===== config.mk =====
export PLATFORM = sky130hd
export DESIGN_NAME = snes_state_logger
export DESIGN_NICKNAME = d
export VERILOG_FILES = /design/src/rtl/snes_state_logger.sv
export SDC_FILE = /design/constraint.sdc
export NUM_CORES = 1
export LEC_CHECK = 0
export ABC_AREA = 1
export CORE_ASPECT_RATIO = 0.7
export CORE_UTILIZATION = 45
export DETAILED_ROUTE_END_ITERATION = 10
export SLEW_MARGIN = 20
export SYNTH_ARGS = -nofsm -noshare
export SYNTH_HDL_FRONTEND = slang
export SYNTH_SLANG_ARGS = --single-unit

===== constraint.sdc =====
create_clock -name clk -period 4.63 [get_ports clk]
set_input_delay 0.926 -clock clk [delete_from_list [all_inputs] [get_ports clk]]
set_output_delay 0.926 -clock clk [all_outputs]
set_load 0.03 [all_outputs]

===== src/rtl/snes_state_logger.sv =====
// Moves the snooper's controller word into clk, timestamps it, optionally filters repeats, and queues it for a reader.
// Define SNES_LOGGER_DELTA_EN for a time field holding frames elapsed since the last pushed entry.
module snes_state_logger #(
   parameter int DEPTH       = 16,
   parameter bit CHANGE_ONLY = 1'b1
) (
   input  logic                    clk,
   input  logic                    rst,
   input  logic [15:0]             snes_state,
   input  logic                    snes_valid,
   input  logic                    out_ready,
   input  logic                    clear_overflow,
   output logic                    out_valid,
   output logic [31:0]             out_data,
   output logic [$clog2(DEPTH):0]  level,
   output logic                    overflow
);
   localparam int          AW       = $clog2(DEPTH);
   localparam logic [AW:0] FULL_LVL = (AW+1)'(DEPTH);

   typedef struct packed {
      logic [15:0] tstamp;
      logic [15:0] state;
   } entry_t;

   logic          s1, s2, s3, frame_evt, dec_vld, have_prev;
   logic [15:0]   cap_state, cap_time, prev_state;
   logic          push_req, pop, wr_en, drop;
   logic [AW-1:0] wr_ptr, rd_ptr;
   entry_t        mem [DEPTH];
   entry_t        wr_entry;

   // snes_valid is asynchronous; snes_state is held stable by contract and sampled raw
   always_ff @(posedge clk or posedge rst) begin
      if (rst) begin
         s1 <= 1'b0;
         s2 <= 1'b0;
         s3 <= 1'b0;
      end else begin
         s1 <= snes_valid;
         s2 <= s1;
         s3 <= s2;
      end
   end

   assign frame_evt = s2 & ~s3;

   always_ff @(posedge clk or posedge rst) begin
      if (rst) begin
         cap_state <= '0;
         dec_vld   <= 1'b0;
      end else begin
         dec_vld <= frame_evt;
         if (frame_evt) cap_state <= snes_state;
      end
   end

`ifdef SNES_LOGGER_DELTA_EN
   logic [15:0] since_cnt, since_inc;

   assign since_inc = (since_cnt == 16'hFFFF) ? since_cnt : since_cnt + 16'd1;

   // since_cnt counts frames after the last successful push, dropped ones included
   always_ff @(posedge clk or posedge rst) begin
      if (rst) begin
         since_cnt <= '0;
         cap_time  <= '0;
      end else begin
         if (frame_evt) cap_time <= have_prev ? since_inc : 16'd0;
         if (wr_en)          since_cnt <= '0;
         else if (frame_evt) since_cnt <= since_inc;
      end
   end
`else
   logic [15:0] frame_cnt;

   always_ff @(posedge clk or posedge rst) begin
      if (rst) begin
         frame_cnt <= '0;
         cap_time  <= '0;
      end else if (frame_evt) begin
         cap_time  <= frame_cnt;
         frame_cnt <= frame_cnt + 16'd1;
      end
   end
`endif

   always_comb begin
      push_req = dec_vld & (!CHANGE_ONLY | !have_prev | (cap_state != prev_state));
      pop      = out_valid & out_ready;
      wr_en    = push_req & ((level != FULL_LVL) | pop);
      drop     = push_req & ~wr_en;
      wr_entry = '{tstamp: cap_time, state: cap_state};
   end

   assign out_valid = (level != '0);
   assign out_data  = out_valid ? mem[rd_ptr] : 32'd0;

   always_ff @(posedge clk) begin
      if (wr_en) mem[wr_ptr] <= wr_entry;
   end

   // pointers wrap naturally since DEPTH is a power of two
   always_ff @(posedge clk or posedge rst) begin
      if (rst) begin
         wr_ptr <= '0;
         rd_ptr <= '0;
         level  <= '0;
      end else begin
         if (wr_en) wr_ptr <= wr_ptr + AW'(1);
         if (pop)   rd_ptr <= rd_ptr + AW'(1);
         case ({wr_en, pop})
            2'b10:   level <= level + (AW+1)'(1);
            2'b01:   level <= level - (AW+1)'(1);
            default: level <= level;
         endcase
      end
   end

   // a dropped change keeps prev_state stale so the next frame re-detects it
   always_ff @(posedge clk or posedge rst) begin
      if (rst) begin
         prev_state <= '0;
         have_prev  <= 1'b0;
         overflow   <= 1'b0;
      end else begin
         if (wr_en) begin
            prev_state <= cap_state;
            have_prev  <= 1'b1;
         end
         if (drop)                overflow <= 1'b1;
         else if (clear_overflow) overflow <= 1'b0;
      end
   end
endmodule


==> impl_metrics.csv, run 1 <==
group,metric,value,unit
status,outcome,"finished, final reports clean",
clock_tree,ctsHoldBuffers,0,
sta,max_freq,241,MHz
clock_tree,cts_setup_buffers,0,
cells_and_area,drive_above_1_share,0.0891,
cells_and_area,final_cells,2923,
sta,drv_slew,0,
clock_tree,cts.clk_slew.worst_paths,60,ps
worst_hold_path,min_from,"s1",
yosys,ys_types,25,
worst_setup_path,r2r_cells,15,
detailed_routing,dr.pass1.iters,5,
placement,io_buffer_count,59,
global_route,grt_use_total,0.229,
detailed_routing,viasPerCell,5.45,
sta,min_period_over_period,0.896,
cells_and_area,syn_to_final_growth,15.4,%
detailed_routing,wirelength,61700,um
sta,relSlewSlack,0.168,
worst_setup_path,ff2ff_setup_slack,1450,ps
die,die_x,280,um
sta,worstMarginPinSlew,1250,ps
sta,hold_viol_final,0,
global_route,grt_max_degree,209,
worst_setup_path,crit_fanout,161,
global_route,grt.overflow.total,0,
yosys,ys_async_sr_fraction,0.139,
detailed_routing,post_drt_wl_per_cell,21.1,um
worst_setup_path,crit_start,"rd_ptr[1]",
die,core_area,0.0527,sq mm
cells_and_area,fin_nets,2183,
placement,place_hpwl,33100,um
detailed_routing,first_iter_violations,1584,
yosys,synth_edf_count,512,
yosys,synthMuxAreaShare,0,
sta,clock_skew,24.0,ps
power_and_ir_drop,power_density,640,mW/mm^2
yosys,synth-simple-area-share,0.161,
global_route,grt_pass1_vias,15400,
yosys,syn_nets,2139,
worst_setup_path,crit_path_start_kind,"flop",
clock_tree,htree_levels,2,
sta,min_period,4150,ps
yosys,synth_compound_area_frac,0.0732,
detailed_routing,num_vias,15900,
worst_hold_path,min_path_type,"reg2reg",
yosys,synth_top_family_by_area,"simple AND/OR/NAND/NOR gates",
worst_setup_path,setup.worst_path.class,"reg2out",
worst_setup_path,worstPathRequired,3700,ps
yosys,ys_warn_count,0,
sta,setup_viol,0,
sta,whs,353,ps
sta,fin_setup_tns,0,ps
worst_setup_path,r2r-end,"level[4]",
worst_hold_path,min_delay_worst_endpoint,"s2",
clock_tree,cts_tree,"yes",
cells_and_area,fillCellCount,4541,
worst_setup_path,worstSetupEndpointType,"output port",
detailed_routing,ant_nets,0,
die,ios,60,
yosys,yosysTopAreaCellShare,0.633,
die,die_h,196,um
die,rows,70,
sta,rsz0062_at_grt,"false",
yosys,synth_area_leader_cell,"edfxtp_1",
power_and_ir_drop,irDropWorstVdd,0.536,mV
placement,gp_congestion,0.783,
clock_tree,cts_resized,0,
yosys,netlist_area,0.0243,sq mm
yosys,ys_ff_latch,595,
clock_tree,clock-sinks,595,
worst_setup_path,worst-endpoint-arrival,3220,ps
clock_tree,cts-root-buf,"clkbuf_16",
yosys,syn_inst,2109,
yosys,synthTopCellsByArea,"edfxtp_1 (63%), nand2_1 (9.7%), dfrtp_1 (8.6%), a21oi_1 (3.3%), nand3_1 (2.9%)",
placement,post-place-cells,2814,
worst_hold_path,min_delay_path_depth,0,
power_and_ir_drop,power.leakage,10.5,nW
yosys,synth_fa_ha_area_frac,0.00464,
die,die_area,0.0549,sq mm
global_route,antenna_found_initial,1,
clock_tree,clk_latency,620,ps
global_route,grt_pass1_wl,94900,um
die,initial_core_util,0.461,
flow_run,maxCapViolations,0,
yosys,synth.avg_cell_area,11.5,sq um
yosys,ys.flop_type,"edfxtp_1",
detailed_routing,drc,0,
clock_tree,cts_buffers,57,
worst_setup_path,reg2reg_from,"cap_state[15]",
yosys,seq_area_frac_synth,0.719,
clock_tree,clk_path_buf_depth,3,
yosys,synthXorXnorAreaFrac,0.00938,
per-stage QoR:
stage | util | total power [W] | instance area, sq um | setup WS, ps
3_5_place_dp | 0.494 | 0.0132 | 26100 | 1110
4_1_cts | 0.531 | 0.0180 | 28000 | 524
5_1_grt | 0.531 | 0.0188 | 28000 | 430
2_1_floorplan | - | 0.0106 | 24300 | 1370
6_report | 0.531 | 0.0179 | 28000 | 481
3_3_place_gp | 0.494 | 0.0131 | 26100 | 1080
worst max-delay path by stage:
stage                     depth (start not counted)  slack (ps)           end
after global placement                           14        1080      level[4]
final                                             6         480   out_data[4]
after CTS                                         6         520   out_data[4]
after global routing                              9         430  out_data[31]
after floorplan                                   6        1370    mem[10][0]
after detailed placement                         14        1110      level[4]
state kept, by name, summed over array words and instances (netlist names), 4 cells and up:
| name | cells |
|---|---|
| wr_ptr | 4 |
| mem | 512 |
| cap_time | 16 |
| prev_state | 16 |
| frame_cnt | 16 |
| cap_state | 16 |
| level | 5 |
| rd_ptr | 4 |
final cells by class:
cell class / count / area, sq um / share of cell area
inverters: 54 / 215 / 0.00768
clock buffers: 72 / 1530 / 0.0544
multi-input cells: 1333 / 6160 / 0.220
flip-flops and latches: 595 / 17500 / 0.623
repair buffers: 112 / 1330 / 0.0476
clock inverters: 35 / 415 / 0.0148
well taps: 720 / 901 / 0.0322
diodes: 2 / 5.00 / 0.000179
power breakdown:
group | switching [W] | total [W] | internal [W]
logic | 0.00416 | 0.00641 | 0.00225
clock network | 0.00202 | 0.00485 | 0.00283
registers | 0.000399 | 0.00667 | 0.00627
total | 0.00658 | 0.0179 | 0.0114
per-layer routing:
| layer | vias up | GRT usage | wire (um) |
|---|---|---|---|
| met2 | 556 | 0.349 | 27600 |
| li1 | 7433 | - | - |
| met4 | 0 | 0.0609 | 1260 |
| met1 | 7854 | 0.343 | 28500 |
| met3 | 90 | 0.0351 | 4320 |
| met5 | - | 0 | 0 |
worst max-delay path, cell delays in order (launching register included):
cell,delay [ps]
dfrtp_4,700
buf_12,580
o21ai_0,250
nor2_1,160
o31ai_1,90
a21oi_1,460
buf_12,190
synth_stat cells (all sizes together) (20+ instances only):
cell,number
o21ai,98
nor2,175
dfrtp,83
nand3,141
nand4,23
clkbuf,58
inv,52
nand2,628
edfxtp,512
buf,69
a21oi,161
o31ai,64
xor2,20
kinds of logic (layout without fill, tap and decap cells):
logic type                 Yosys count  count (layout)
and+or+nand+nor                    975             975
DFF                                595             595
AOI/OAI and AO/OA                  323             323
buffers and inverters              181             273
xor gates and xnor gates            26              26
adders and majority gates            9               9
other                                0               2
cells in the final DEF, fill, tap and decap left out, drive strengths merged:
cell,instances
clkinv,24
nor2,175
nand2,628
diode,2
nand3,141
xnor2,6
clkinvlp,3
o21ai,98
ha,9
edfxtp,512
bufinv,9
dfrtp,83
inv,53
o31ai,64
a21oi,161
nor4,1
nand3b,2
nor3,5
nand4,23
clkbuf,72
clkdlybuf4s50,27
buf,85
xor2,20
Power figures use the tool's default switching activity.
==> run 2, diff against run 1 <==
REMOVE_ABC_BUFFERS = 1   (was not set)
==> run 2 against run 1 <==
  * Worst setup slack got worse by 19 ps
  * First-iteration DRC count increased by 3.7%
  * Sequential share of layout area increased by 0.47 points
  * Cell count decreased by 0.62%
  * Largest cell class unchanged
  * Combinational power increased by 2%
  * Count of clock-buffer cells in the layout increased by 13
  * Critical path depth increased by 2
==> impl_metrics.csv, run 2 (synthesis results as in run 1) <==
group,metric,value,unit
global_route,grt.overflow.total,0,
worst_hold_path,min_path_type,"reg2reg",
clock_tree,cts_tree,"yes",
power_and_ir_drop,power_density,633,mW/mm^2
detailed_routing,num_vias,15800,
die,rows,70,
cells_and_area,final_cells,2905,
placement,io_buffer_count,59,
cells_and_area,drive_above_1_share,0.0787,
clock_tree,htree_levels,2,
global_route,antenna_found_initial,0,
die,ios,60,
die,core_area,0.0527,sq mm
detailed_routing,post_drt_wl_per_cell,20.9,um
sta,relSlewSlack,0.194,
cells_and_area,seq_area,0.0175,sq mm
power_and_ir_drop,irDropWorstVdd,0.605,mV
sta,worstMarginPinSlew,1210,ps
worst_setup_path,ff2ff_setup_slack,1110,ps
global_route,grt_max_degree,220,
cells_and_area,diodes,0,
clock_tree,cts_resized,0,
worst_setup_path,reg2reg_from,"cap_state[9]",
worst_setup_path,r2r_cells,17,
detailed_routing,first_iter_violations,1642,
clock_tree,cts.clk_slew.worst_paths,60,ps
detailed_routing,dr.pass1.iters,5,
worst_setup_path,setup.worst_path.class,"reg2out",
cells_and_area,layout_commonest_cell,"nand2_1",
sta,fin_setup_tns,0,ps
clock_tree,cts_buffers,55,
die,initial_core_util,0.461,
placement,place_worst_setup_slack,1110,ps
worst_setup_path,crit_fanout,219,
global_route,grt_pass1_vias,15000,
placement,place_hpwl,31200,um
worst_setup_path,worstSetupEndpointType,"output port",
sta,min_period_over_period,0.900,
sta,hold_viol_final,0,
sta,drv_slew,0,
die,die_h,196,um
cells_and_area,fin_nets,2169,
status,outcome,"finished, final reports clean",
detailed_routing,drc,0,
die,die_x,280,um
clock_tree,clk_latency,600,ps
worst_setup_path,r2r-end,"level[4]",
clock_tree,clk_path_buf_depth,3,
detailed_routing,viasPerCell,5.45,
flow_run,maxCapViolations,0,
clock_tree,ctsHoldBuffers,0,
power_and_ir_drop,power.leakage,10.3,nW
sta,worst_slack,462,ps
worst_setup_path,worst-endpoint-arrival,3240,ps
worst_setup_path,worstPathRequired,3700,ps
cells_and_area,multi_input_area,0.00616,sq mm
placement,post-place-cells,2802,
global_route,grt_use_total,0.223,
worst_hold_path,min_from,"s1",
sta,min_period,4170,ps
sta,clock_skew,22.0,ps
sta,max_freq,240,MHz
power_and_ir_drop,power,0.0176,W
worst_setup_path,crit_start,"rd_ptr[0]",
sta,setup_viol,0,
cells_and_area,fillCellCount,4611,
clock_tree,clock-sinks,595,
detailed_routing,ant_nets,0,
cells_and_area,layout_common_cells,"nand2_1 (628), edfxtp_1 (512), a21oi_1 (161)",
die,die_area,0.0549,sq mm
cells_and_area,top_register,"mem",
sta,rsz0062_at_grt,"false",
detailed_routing,wirelength,60700,um
cells_and_area,largest_register_ffs,512,
worst_setup_path,setup.worst_path.end,"out_data[5]",
worst_setup_path,crit_path_start_kind,"flop",
cells_and_area,final_core_util,0.527,
global_route,grt_pass1_wl,93000,um
cells_and_area,syn_to_final_growth,14.5,%
clock_tree,cts-root-buf,"clkbuf_16",
clock_tree,cts_setup_buffers,0,
placement,gp_congestion,0.818,
run 2: changes by cell type in the layout (fill, tap and decap cells not counted), sizes merged:
cell,before,now
buf,85,73
diode,2,0
clkbuf,72,85
clkinv,24,16
clkinvlp,3,2
bufinv,9,1
run 2: area by class of cell:
class,count,share of cell area
well taps,720,0.0324
clock inverters,18,0.00445
inverters,54,0.00774
multi-input cells,1333,0.222
repair buffers,100,0.0483
clock buffers,85,0.0576
flip-flops and latches,595,0.628
run 2: worst min path at each step:
| stage | slack (ps) | to | depth (start not counted) |
|---|---|---|---|
| 4_1_cts | 350 | s2 | 0 |
| 6_report | 350 | s2 | 0 |
| 5_1_grt | 360 | s2 | 0 |
| 3_3_place_gp | 340 | s2 | 0 |
| 3_5_place_dp | 340 | s2 | 0 |
| 2_1_floorplan | 330 | s2 | 0 |
run 2: critical path, cell delays in order (launching register included):
cell and delay [ps]:
dfrtp_4 470, buf_12 610, nand2_1 120, nand3_1 130, nand2_1 70, a21oi_1 140, o31ai_1 100, a21oi_1 540
buf_12 200
run 2: report_power, final:
group | switching, W | internal (W) | total, W
clock network | 0.00195 | 0.00243 | 0.00438
registers | 0.000394 | 0.00627 | 0.00667
logic | 0.00417 | 0.00238 | 0.00656
total | 0.00652 | 0.0111 | 0.0176
run 2: metal layers:
metal / global-route usage / part of all wire / vias up
li1: - / - / 7410
met1: 0.350 / 0.48 / 7865
met2: 0.330 / 0.44 / 461
met3: 0.0303 / 0.062 / 86
met4: 0.0484 / 0.018 / 0
met5: 0 / 0 / -
run 2: through the flow:
stage | hold slack [ps] | area (sq um)
after floorplan | 331 | 23700
after global placement | 344 | 26100
after detailed placement | 341 | 26100
after CTS | 355 | 27800
after global routing | 355 | 27800
final | 353 | 27800
